$ cat src/rtl/pipe_hazard_ctrl.sv
// pipe_hazard_ctrl
//   Stall/flush sequencer for the 5-stage MIPS pipeline. Produces the write
//   enables and flush/bubble controls for PC, IF/ID, ID/EX, EX/MEM and MEM/WB
//   from three events: load-use hazards in ID, taken branches resolved in MEM,
//   and multi-cycle data-memory accesses (req/ready handshake with timeout).
//   Keeps saturating stall-cycle and flush-event counters.
//
// Ports
//   clk, rst                    clock, synchronous active-high reset
//   ID_rs, ID_rt, ID_uses_rt    source operands of the ID instruction
//   EX_memread, EX_writereg     load in EX and its destination
//   MEM_memread, MEM_memwrite   memory access in MEM
//   MEM_branch, MEM_zero        branch resolution in MEM
//   dmem_ready / dmem_req       data-memory handshake
//   PC_write .. MEMWB_bubble    pipeline register controls (combinational)
//   mem_error                   sticky timeout flag
//   stall_count, flush_count    saturating performance counters
module pipe_hazard_ctrl #(
   parameter int MEM_TIMEOUT = 16,
   parameter int CNT_W       = 16
) (
   input  logic             clk,
   input  logic             rst,
   input  logic [4:0]       ID_rs,
   input  logic [4:0]       ID_rt,
   input  logic             ID_uses_rt,
   input  logic             EX_memread,
   input  logic [4:0]       EX_writereg,
   input  logic             MEM_memread,
   input  logic             MEM_memwrite,
   input  logic             MEM_branch,
   input  logic             MEM_zero,
   input  logic             dmem_ready,
   output logic             dmem_req,
   output logic             PC_write,
   output logic             PC_src,
   output logic             IFID_write,
   output logic             IFID_flush,
   output logic             IDEX_write,
   output logic             IDEX_bubble,
   output logic             EXMEM_write,
   output logic             EXMEM_flush,
   output logic             MEMWB_bubble,
   output logic             mem_error,
   output logic [CNT_W-1:0] stall_count,
   output logic [CNT_W-1:0] flush_count
);

   typedef enum logic [1:0] {RUN = 2'd0, MEM_WAIT = 2'd1, ERROR = 2'd2} state_t;

   localparam logic [7:0]       TIMEOUT = 8'(MEM_TIMEOUT);
   localparam logic [CNT_W-1:0] CNT_MAX = '1;

   state_t     state, state_nxt;
   logic [7:0] wait_cnt;
   logic       macc, freeze, br_taken, load_use, timeout_hit;

   assign macc = MEM_memread | MEM_memwrite;

   // Freeze covers a fresh miss in RUN, an unfinished wait, and ERROR.
   // A ready in MEM_WAIT releases the pipeline in that same cycle.
   assign freeze = (state == ERROR) |
                   (~dmem_ready & ((state == RUN & macc) | (state == MEM_WAIT)));

   assign br_taken = MEM_branch & MEM_zero & ~freeze;

   assign load_use = EX_memread & (EX_writereg != 5'd0) &
                     ((EX_writereg == ID_rs) | (ID_uses_rt & (EX_writereg == ID_rt)));

   assign timeout_hit = (state == MEM_WAIT) & ~dmem_ready & (wait_cnt == TIMEOUT);

   // State register, wait counter, sticky error and perf counters
   always_ff @(posedge clk) begin
      if (rst) begin
         state       <= RUN;
         wait_cnt    <= '0;
         mem_error   <= 1'b0;
         stall_count <= '0;
         flush_count <= '0;
      end else begin
         state <= state_nxt;
         if (state == RUN && macc && !dmem_ready)
            wait_cnt <= 8'd1;
         else if (state == MEM_WAIT && !dmem_ready && !timeout_hit)
            wait_cnt <= wait_cnt + 8'd1;
         if (timeout_hit)
            mem_error <= 1'b1;
         if (!PC_write && stall_count != CNT_MAX)
            stall_count <= stall_count + 1'b1;
         if (br_taken && flush_count != CNT_MAX)
            flush_count <= flush_count + 1'b1;
      end
   end

   // Next-state logic
   always_comb begin
      state_nxt = state;
      case (state)
         RUN:      if (macc && !dmem_ready) state_nxt = MEM_WAIT;
         MEM_WAIT: if (dmem_ready)          state_nxt = RUN;
                   else if (timeout_hit)    state_nxt = ERROR;
         ERROR:    state_nxt = ERROR;
         default:  state_nxt = RUN;
      endcase
   end

   // Control outputs; priority freeze > branch flush > load-use
   always_comb begin
      dmem_req     = ~rst & macc & (state != ERROR);
      PC_write     = 1'b1;
      PC_src       = 1'b0;
      IFID_write   = 1'b1;
      IFID_flush   = 1'b0;
      IDEX_write   = 1'b1;
      IDEX_bubble  = 1'b0;
      EXMEM_write  = 1'b1;
      EXMEM_flush  = 1'b0;
      MEMWB_bubble = 1'b0;
      if (rst) begin
         PC_write     = 1'b0;
         IFID_write   = 1'b0;
         IDEX_write   = 1'b0;
         EXMEM_write  = 1'b0;
         IFID_flush   = 1'b1;
         IDEX_bubble  = 1'b1;
         EXMEM_flush  = 1'b1;
         MEMWB_bubble = 1'b1;
      end else if (freeze) begin
         PC_write     = 1'b0;
         IFID_write   = 1'b0;
         IDEX_write   = 1'b0;
         EXMEM_write  = 1'b0;
         MEMWB_bubble = 1'b1;
      end else if (br_taken) begin
         PC_src      = 1'b1;
         IFID_flush  = 1'b1;
         IDEX_bubble = 1'b1;
         EXMEM_flush = 1'b1;
      end else if (load_use) begin
         // ID/EX keeps loading so the bubble actually enters EX
         PC_write    = 1'b0;
         IFID_write  = 1'b0;
         IDEX_bubble = 1'b1;
      end
   end

endmodule

$ cat config.mk
export PLATFORM = sky130hd
export DESIGN_NAME = pipe_hazard_ctrl
export DESIGN_NICKNAME = d
export VERILOG_FILES = /design/src/rtl/pipe_hazard_ctrl.sv
export SDC_FILE = /design/constraint.sdc
export NUM_CORES = 1
export LEC_CHECK = 0
export BUFFER_PORTS_ARGS = -buffer_cell sky130_fd_sc_hd__buf_2
export CORE_ASPECT_RATIO = 0.9
export CORE_UTILIZATION = 46
export DETAILED_ROUTE_END_ITERATION = 12
export PLACE_DENSITY_LB_ADDON = 0.1
export SLEW_MARGIN = 20
export SYNTH_ARGS = -nofsm -noshare
export SYNTH_HDL_FRONTEND = slang
export SYNTH_SLANG_ARGS = --single-unit
$ cat constraint.sdc
create_clock -name clk -period 3.5 [get_ports clk]
set_clock_uncertainty 0.1 [all_clocks]
set_input_delay 0.525 -clock clk [delete_from_list [all_inputs] [get_ports clk]]
set_output_delay 0.525 -clock clk [all_outputs]
set_load 0.1 [all_outputs]
==> results of run 1 <==
## power by group through the flow
| stage | clock network [uW] | registers (uW) | logic (uW) |
|---|---|---|---|
| 2_1_floorplan | 0 | 566 | 162 |
| 3_3_place_gp | 0 | 521 | 246 |
| 3_5_place_dp | 0 | 521 | 247 |
| 4_1_cts | 299 | 510 | 248 |
| 5_1_grt | 317 | 511 | 260 |
| 6_report | 286 | 510 | 247 |
## sequential cells by signal, summed over array words and instances, names as in the netlist
signal       count
flush_count     16
stall_count     16
wait_cnt         8
state            2
mem_error        1
## cells in the final DEF, fill, tap and decap left out, types with 2 or more instances in the layout
master     count
or2_2          3
o211ai_1       2
nor4_1         2
or4_1          5
a2111oi_4      2
o31ai_1        4
ha_1           4
nand2b_1       2
buf_2         66
xnor2_1       17
o21ai_0        9
and4_1         2
nand2_1       14
inv_1          6
nor3_1         4
dfxtp_1       43
clkbuf_8       5
and3_1         7
nand4_1        8
nand3_1       19
a21oi_1       16
or3_1          9
nor2b_1        4
mux2i_1        2
nor2_1        38
xor2_1        17
## Yosys cell counts (all sizes together) (2+ instances only)
cell type | number | area share
buf | 5 | 0.018
inv | 7 | 0.012
xnor2 | 17 | 0.066
nand3 | 19 | 0.042
ha | 4 | 0.022
or3 | 9 | 0.025
nor2b | 4 | 0.011
nor3 | 5 | 0.013
nand2 | 15 | 0.028
o21ai | 10 | 0.024
nor2 | 38 | 0.063
dfxtp | 43 | 0.38
xor2 | 17 | 0.066
mux2i | 2 | 0.0088
a2111oi | 2 | 0.019
or2 | 3 | 0.0083
clkbuf | 5 | 0.0083
nand2b | 2 | 0.0055
or4 | 5 | 0.017
o31ai | 4 | 0.013
a21oi | 16 | 0.035
and3 | 7 | 0.019
and4 | 2 | 0.0077
nor4 | 2 | 0.0055
o211ai | 2 | 0.0066
nand4 | 8 | 0.022
## final cells by class
cell class	count	area [sq um]	share of cell area
multi-input cells	206	1340	0.494
flip-flops and latches	43	861	0.317
repair buffers	67	338	0.124
well taps	62	77.6	0.0286
clock buffers	6	72.6	0.0267
inverters	7	26.3	0.00968
## path summary, 6_finish.rpt
path / startpoint / endpoint / slack, ns / cells past startpoint
max: state[0] / PC_write / 0.58 / 4
min: mem_error / mem_error / 0.37 / 2
max reg2reg: state[0] / stall_count[5] / 1.02 / 8
min reg2reg: mem_error / mem_error / 0.37 / 2
## layer usage
layer	vias up	wire length, um	global-route usage
met2	34	2280	0.336
met5	-	0	0
met3	2	227	0.0395
met4	0	10	0.0577
li1	1063	-	-
met1	957	2490	0.272
## metrics by stage
step / hold slack (ns) / cells / TNS, ns / area [sq um] / util
5_1_grt: 0.427 / 391 / 0 / 2720 / 0.590
4_1_cts: 0.371 / 391 / 0 / 2720 / 0.590
3_5_place_dp: 0.351 / 385 / 0 / 2640 / 0.574
2_1_floorplan: 0.380 / 266 / -0.0195 / 2290 / -
6_report: 0.366 / 391 / 0 / 2720 / 0.590
3_3_place_gp: 0.347 / 385 / 0 / 2640 / 0.574
## logic make-up (layout without fill, tap and decap cells)
group,Yosys count,in the layout,synth area share
simple gates,123,123,0.286
flops,43,43,0.379
compound gates,42,42,0.130
xor+xnor,34,34,0.131
buf+inv,17,80,0.0381
fa+ha+maj,4,4,0.0221
mux,3,3,0.0138
## critical path, stage by stage, from the launching register on
cell	delay, ns
dfxtp_1	0.33
or3_1	0.44
a211o_1	0.45
a31oi_2	0.29
buf_2	0.47
==> out/qor.csv, run 1 <==
metric,value,unit
nFillCells,441,
p_leak,0.00111,uW
setup_viol,0,
cts-root-buf,clkbuf_8,
dr.first_iter.drc_count,61,
nNetsFinal,358,
ys_warn_count,0,
fin_crit,2.92,ns
grtUsageTotal,0.203,
power_frac_comb,0.237,
syn_area_per_cell,8.53,sq um
diodes,0,
ys_types,45,
clkTransAtPathRegs,0.08,ns
avgViaCountPerCell,5.26,
wl_per_cell,12.8,um
synthCells,266,
cts.sink_count,43,
path_max_fanout,6,
max_cap_violations,0,
grt_max_degree,27,
areaGrowthSynthToFinish,19.7,%
ys_ff_latch,43,
setup_ws,0.584,ns
synth_ff_type,dfxtp_1,
synth_area,2270,sq um
swShare,0.340,
htree_levels,2,
initial_core_util,0.493,
antenna_found_initial,0,
finalHoldViolations,0,
die_area,5220,sq um
first_pass_iters,4,
insertion_delay,0.29,ns
arrival,2.29,ns
layout-drive-gt1-share,0.267,
cp.required,2.87,ns
relSlewSlack,0.488,
grt_pass1_wl,8520,um
core_area,4600,sq um
path_class,register to output port,
hpwl,3750,um
drc,0,
p_total,1040,uW
die_x,76.0,um
tightestPinTransition,0.768,ns
grt_pass1_vias,1859,
power.density,384,nW/um^2
die_y,68.6,um
post-cts-setup-buffer-count,0,
vias,2056,
synthArstFlopShare,0,
cts_made_buffers,5,
grt-ovfl-total,0,
clock_path_buffers,2,
cts_hold_buf,0,
p_int,688,uW
io_pins,67,
ys_seq_area_frac,0.379,
hold_class,register to register,
row_count,23,
start_kind,register,
final_antenna_net_count,0,
end_kind,output port,
gp_congestion,0.791,
tritoncts,done,
synth_edf_count,0,
io_buffer_count,66,
status,"complete, no violations",
slew_viol_final,0,
ir_drop,0.287,mV
wl,5010,um
rsz0062_at_grt,no,
fmax,343,MHz
p_clk_frac,0.274,
syn_nets,294,
power_frac_seq,0.489,
post-place-ws,0.624,ns
cts_resized,0,
power_switching,355,uW
fin_crit_sh,0.833,
(Power assumes the default switching activity.)
==> run 2: changes to the inputs <==
clock period = 3 ns   (was 3.5 ns; I/O delays follow)
==> run 2 against run 1 <==
Against the previous run:
- routed wire length fell by 2.2%
- worst hold slack hardly changed
- power is 28% higher
- clock-buffer cell count unchanged
- critical endpoint unchanged
- largest power group unchanged
==> out/qor.csv, run 2 (synthesis gave the netlist of run 1 again) <==
metric,value,unit
tightestPinTransition,0.798,ns
die_area,5220,sq um
layout-drive-gt1-share,0.281,
die_x,76.0,um
max_cap_violations,0,
nFillCells,436,
start_kind,register,
cts.sink_count,43,
cts-root-buf,clkbuf_8,
cts_hold_buf,0,
grt_pass1_vias,1689,
slew_viol_final,0,
clock_path_buffers,2,
cp_num_buf_inv,1,
cp.required,2.45,ns
grt_max_degree,41,
rsz0062_at_grt,no,
hpwl,3600,um
place_area,2670,sq um
critPathTopFamily,compound AO/OA/AOI/OAI gates,
nNetsFinal,359,
seq_area,861,sq um
core_area,4600,sq um
row_count,23,
wl,4900,um
final_antenna_net_count,0,
gp_congestion,0.785,
worstPathCellList,"or3_4, a211o_1, a31oi_4, buf_2",
fin_tns_setup,0,ns
hold_class,register to register,
layout_common_cells,"buf_2, dfxtp_1, nor2_1",
diodes,0,
first_pass_iters,4,
power_frac_seq,0.447,
grt-ovfl-total,0,
antenna_found_initial,0,
io_buffer_count,66,
swShare,0.328,
htree_levels,2,
finalHoldViolations,0,
path_max_fanout,6,
p_int,894,uW
critical_path.max_stage_delay,0.45,ns
end_kind,output port,
post-cts-setup-buffer-count,0,
initial_core_util,0.493,
grt_pass1_wl,7910,um
die_y,68.6,um
path_class,register to output port,
relSlewSlack,0.468,
power.density,480,nW/um^2
p_clk_frac,0.333,
postLayoutCellArea,2770,sq um
vias,2040,
setup_ws,0.251,ns
fin_crit_sh,0.916,
clkTransAtPathRegs,0.08,ns
dp.cells,386,
wl_per_cell,12.5,um
cts_resized,0,
power_frac_comb,0.220,
avgViaCountPerCell,5.19,
arrival,2.20,ns
top_regs,"flush_count: 16 flops, stall_count: 16 flops, wait_cnt: 8 flops",
tritoncts,done,
multi_input_area,1360,sq um
final_cell_count_no_fill,393,
drc,0,
areaGrowthSynthToFinish,22.3,%
cts_made_buffers,5,
fmax,364,MHz
p_leak,0.00113,uW
fin_crit,2.75,ns
grtUsageTotal,0.191,
io_pins,67,
p_total,1330,uW
dr.first_iter.drc_count,50,
crit_slowest_cell,a211o_1,
post-place-ws,0.349,ns
status,"complete, no violations",
setup_viol,0,
ir_drop,0.265,mV
final_common_cell,buf_2,
insertion_delay,0.29,ns
power_switching,436,uW
## run 2: power groups by stage
stage / clock, uW / combinational, uW / sequential [uW]
2_1_floorplan: 0 / 195 / 660
3_3_place_gp: 0 / 293 / 608
3_5_place_dp: 0 / 293 / 609
4_1_cts: 455 / 295 / 595
5_1_grt: 478 / 309 / 597
6_report: 443 / 293 / 595
## run 2: final timing paths
| check | from | end | slack (ns) | cells after the start |
|---|---|---|---|---|
| worst min-delay path | mem_error | mem_error | 0.37 | 2 |
| worst max-delay path | state[0] | PC_write | 0.25 | 4 |
| worst min register to register | mem_error | mem_error | 0.37 | 2 |
| worst max register to register | state[0] | stall_count[5] | 0.55 | 8 |
## run 2: through the flow
stage,hold slack (ns),util
after floorplan,0.380,-
after global placement,0.348,0.580
after detailed placement,0.354,0.580
after CTS,0.374,0.602
after global routing,0.393,0.602
final,0.367,0.602
## run 2: final cells by class
class | count | share of cell area
Sequential cell | 43 | 0.310
Tap cell | 62 | 0.0280
Multi-Input combinational cell | 206 | 0.491
Clock inverter | 1 | 0.0108
Inverter | 7 | 0.00947
Clock buffer | 6 | 0.0262
Timing Repair Buffer | 68 | 0.124
## run 2: layer usage
layer  vias up  part of all wire  global-route usage  wire length (um)
met5         -                 0                   0                 0
met4         0            0.0035              0.0577                17
met3         2             0.039              0.0421               190
met2        33              0.45               0.309              2190
met1       940              0.51               0.259              2500
li1       1065                 -                   -                 -
## run 2: worst register-to-register path: stages, from the launching register on
cell      delay, ns
dfxtp_1        0.39
nor3b_4        0.31
nor3_2         0.10
nand2_4        0.13
inv_2          0.06
a221oi_2       0.32
o21ai_2        0.30
or4_1          0.54
a21oi_1        0.15
